**src/rtl/pixel_unpacker.sv**
```systemverilog
// Merges one 32-bit word per colour channel into eight 12-bit RGB pixels,
// using two ping-pong banks so one word set can load while the other drains.
module pixel_unpacker (
    input  logic        clk,
    input  logic        rst_,
    input  logic        enable,
    input  logic        rb_rts_pb,
    input  logic [31:0] rb_data,
    output logic        pb_rtr_rb,
    input  logic        gb_rts_pb,
    input  logic [31:0] gb_data,
    output logic        pb_rtr_gb,
    input  logic        bb_rts_pb,
    input  logic [31:0] bb_data,
    output logic        pb_rtr_bb,
    output logic        pb_rts_cb,
    output logic [11:0] pb_data,
    input  logic        cb_rtr_pb
);

    localparam int unsigned WORD_W = 32;
    localparam int unsigned NIB_W  = 4;
    localparam int unsigned IDX_W  = 3;
    localparam int unsigned FLAG_W = 3;

    // Per-bank storage; loaded bits are {R, G, B}
    logic [1:0][WORD_W-1:0] r_word;
    logic [1:0][WORD_W-1:0] g_word;
    logic [1:0][WORD_W-1:0] b_word;
    logic [1:0][FLAG_W-1:0] loaded;
    logic [1:0][FLAG_W-1:0] loaded_nxt;

    logic             fill_ptr;
    logic             drain_ptr;
    logic [IDX_W-1:0] pix_idx;

    logic [FLAG_W-1:0] fill_flags;
    logic [FLAG_W-1:0] fill_flags_nxt;
    logic [FLAG_W-1:0] load_xfer;
    logic              fill_done;
    logic              out_xfer;
    logic              last_pix;
    logic [4:0]        nib_lsb;

    // Upstream handshakes: a channel is accepted while its slot in the fill bank is empty
    always_comb begin
        fill_flags     = loaded[fill_ptr];
        pb_rtr_rb      = enable & ~fill_flags[2];
        pb_rtr_gb      = enable & ~fill_flags[1];
        pb_rtr_bb      = enable & ~fill_flags[0];
        load_xfer      = {rb_rts_pb & pb_rtr_rb, gb_rts_pb & pb_rtr_gb, bb_rts_pb & pb_rtr_bb};
        fill_flags_nxt = fill_flags | load_xfer;
        fill_done      = (|load_xfer) && (fill_flags_nxt == 3'b111);
    end

    // Downstream side: pixel 0 lives in the top nibble of each word
    always_comb begin
        pb_rts_cb = enable & (&loaded[drain_ptr]);
        out_xfer  = pb_rts_cb & cb_rtr_pb;
        last_pix  = out_xfer && (pix_idx == 3'd7);
        nib_lsb   = {~pix_idx, 2'b00};
        pb_data   = {r_word[drain_ptr][nib_lsb +: NIB_W],
                     g_word[drain_ptr][nib_lsb +: NIB_W],
                     b_word[drain_ptr][nib_lsb +: NIB_W]};
    end

    // A full fill bank takes no loads, so clearing the drain bank last is safe when both pointers match
    always_comb begin
        loaded_nxt           = loaded;
        loaded_nxt[fill_ptr] = fill_flags_nxt;
        if (last_pix) begin
            loaded_nxt[drain_ptr] = 3'b000;
        end
    end

    always_ff @(posedge clk or negedge rst_) begin
        if (!rst_) begin
            r_word    <= '0;
            g_word    <= '0;
            b_word    <= '0;
            loaded    <= '0;
            fill_ptr  <= 1'b0;
            drain_ptr <= 1'b0;
            pix_idx   <= '0;
        end else begin
            loaded <= loaded_nxt;
            if (load_xfer[2]) r_word[fill_ptr] <= rb_data;
            if (load_xfer[1]) g_word[fill_ptr] <= gb_data;
            if (load_xfer[0]) b_word[fill_ptr] <= bb_data;
            if (fill_done) fill_ptr <= ~fill_ptr;
            if (out_xfer) pix_idx <= pix_idx + IDX_W'(1);
            if (last_pix) drain_ptr <= ~drain_ptr;
        end
    end

endmodule

```
**config.mk**
```make
export PLATFORM = sky130hd
export DESIGN_NAME = pixel_unpacker
export DESIGN_NICKNAME = d
export VERILOG_FILES = /design/src/rtl/pixel_unpacker.sv
export SDC_FILE = /design/constraint.sdc
export NUM_CORES = 1
export LEC_CHECK = 0
export CAP_MARGIN = 20
export CORE_MARGIN = 1
export CORE_UTILIZATION = 30
export DETAILED_ROUTE_END_ITERATION = 6
export HOLD_SLACK_MARGIN = 0.08
export PLACE_DENSITY = 0.47
export SYNTH_ARGS = -nofsm -noshare
export SYNTH_HDL_FRONTEND = slang
export SYNTH_SLANG_ARGS = --single-unit
```
**constraint.sdc**
```tcl
create_clock -name clk -period 2.9 [get_ports clk]
set_input_delay 0.29 -clock clk [delete_from_list [all_inputs] [get_ports clk]]
set_output_delay 0.29 -clock clk [all_outputs]
set_load 0.005 [all_outputs]
```
==> impl_metrics.toml <==
[worst_setup_path]
worst_path_most_repeated_cell = "mux4_2"
cp_data_arrival_time_ns = 2.53
crit_fanout = 8
cp.required_ns = 2.61
critPathSlowestCell = "dfrtp_4"
path_class = "reg2out"
slowest_delay_ns = 0.50
start_kind = "flop"
path_cells = "buf_12, buf_16, buf_4, mux4_2, mux4_2, buf_2"
critPathCaptureType = "output port"

[logic_synthesis]
yosys.area_share.simple_pct = 2.16
synthAdderAreaFrac_pct = 0.274
synth_xor_xnor_area_share_pct = 0.0959
synth_edf_count = 0
yosysUniqueCellTypes = 32
synth_area_per_cell_um2 = 16.8
syn_inst = 543
synthMostInstantiatedCell = "dfrtp_1"
ys_ff_latch = 203
synth_compound_area_share_pct = 0.849
async_flop_share_pct = 100
syn_nets = 648
netlist_area_um2 = 9140
ys.flop_type = "dfrtp_1"
yosys-top-cells-area = "dfrtp_1 (56%), mux2_2 (24%), mux4_2 (15%)"
yosysWarnings = 0
synth_top_family_by_area = "multiplexers"
synthMuxAreaShare_pct = 39.0
synth_top_cell_area_share_pct = 55.6
ys_seq_area_share_pct = 55.6
yosysTopAreaCell = "dfrtp_1"
yosys-top-cells-count = "dfrtp_1 (203), mux2_2 (194), mux4_2 (60)"

[global_routing]
grt_pass1_vias = 5995
antenna_found_initial = 0
grt_util_all_layers_pct = 15.2
grt_first_pass_wirelength_um = 36100
grt_max_degree = 90
overflow = 0

[layout]
seq_area_um2 = 5080
nFillCells = 2780
area_growth_pct = 31.4
fin_util_pct = 40.3
antenna_cells = 0
stdcell_count = 1098
drive_above_1_share_pct = 49.0
layout.nets = 795
final_cell_area_um2 = 12000
multiInputGateArea_um2 = 3890

[clock_network]
insertion_delay_ns = 0.51
cts_tree = "yes"
clk_pin_slew_worst_paths_ns = 0.06
clkSinkCount = 203
cts_max_path_buffers = 3
cts_inserted_buffers = 24
htreeDepth = 1
cts-root-buf = "clkbuf_16"

[power]
p_total_mw = 12.1
irDropWorstVdd_mv = 0.455
p_per_area_nw_per_um2 = 1010
leakage_nw = 5.30

[timing]
worstMarginPinSlew_ns = 0.766
min_period_ns = 2.82
fin_skew_ns = 0.0156
layout_setup_ws_ns = 0.0841
relSlewSlack_pct = 49.0
final-setup-viol-count = 0
rsz0062_at_grt = "no"
drv_slew = 0
hold-worst-slack_ns = 0.398
hold_violations = 0
clock.fmax_mhz = 355
fin_crit_sh_pct = 97.1
fin_tns_setup_ns = 0

[placed_design]
gp_congestion = 0.762
dpl_cell_area_um2 = 10900
hpwlAfterDp_um = 15100
numPlacedInstances = 1038
port_buffers = 118
place_ws_ns = 0.369

[detailed_routing]
first_pass_iters = 4
topRoutingLayerUsed = "met4"
wl_met3_um = 906
routed_via_density = 4.90
drcViolationCount = 0
dr.first_iter.drc_count = 220
routedWlPerCell_um = 21.0
routed_wirelength_um = 23100
antenna_left = 0
met2_length_um = 10900
wl_met1_um = 10900
vias = 5375

[run_status]
status = "completed"

[job]
drv_cap = 0

[die]
die-area_um2 = 31200
start_util_pct = 30.7
die_height_um = 177
io_pins = 119
die_width_um = 177
num_rows = 63
coreArea_um2 = 29800

[hold_path]
hp-class = "in2async"
## report_power, final
part / switching (mW) / leakage, nW / internal [mW]
Clock: 1.18 / 0.439 / 2.14
Combinational: 1.54 / 2.24 / 2.82
Sequential: 0.583 / 2.62 / 3.81
## critical path, delay by kind of cell (launching register included)
family   cells  cell delay, ns
flops        1            0.50
mux          2            0.89
buf+inv      4            0.61
## state kept, by name, indices dropped and copies added (netlist names)
name	cells
b_word	64
drain_ptr	1
fill_ptr	1
g_word	64
loaded	6
pix_idx	3
r_word	64
## kinds of logic after synthesis
| kind of cell | Yosys count |
|---|---|
| simple gates | 32 |
| mux | 257 |
| xor+xnor | 1 |
| buf+inv | 37 |
| flops | 203 |
| compound gates | 11 |
| fa+ha+maj | 2 |
## area by class of cell
class / instances / area share, %
tap: 390 / 4.07
clock buffer: 34 / 5.91
clock inverter: 10 / 1.46
multi-input combinational: 303 / 32.4
sequential: 203 / 42.4
timing repair buffer: 154 / 13.6
inverter: 4 / 0.125
## repair_timing
item,4_1_cts,5_1_grt
hold buffers,1,0
gates cloned,3,0
gates resized for setup,37,5
endpoints found under the setup margin,12,6
buffers inserted,7,5
hold endpoints to repair,83,0
## cell usage in the layout, fill, tap and decap left out, types with 2 or more instances in the layout
cell type and n:
nor3b_4 2, clkinv_2 5, o21ai_0 2, clkdlybuf4s50_1 105
clkbuf_16 25, mux2i_1 3, buf_16 4, clkbuf_8 6
o211ai_1 2, nor2_1 8, dfrtp_1 201, mux2_2 194
mux4_2 60, bufinv_16 5, inv_1 4, clkbuf_1 4
nand2_1 4, clkbuf_2 5, and2_1 3, buf_12 10
a21boi_0 4, buf_2 5, nand4_1 5, buf_4 20
ha_1 2
## per-layer routing
layer | GRT usage, % | vias to the layer above
met2 | 23.7 | 121
met1 | 22.1 | 2874
met4 | 3.70 | 0
met3 | 2.26 | 26
met5 | 0 | -
li1 | - | 2354
## final timing paths
kind	from	end	slack, ns	cells after the start
max	drain_ptr	pb_data[4]	0.08	6
min reg2reg	g_word[26]	g_word[26]	0.50	1
max reg2reg	drain_ptr	pix_idx[1]	0.82	5
min in group clk	rb_data[18]	r_word[50]	0.42	2
max in group asynchronous	rst_	r_word[20]	1.63	3
min	rst_	g_word[29]	0.40	2
Power figures use the tool's default switching activity.
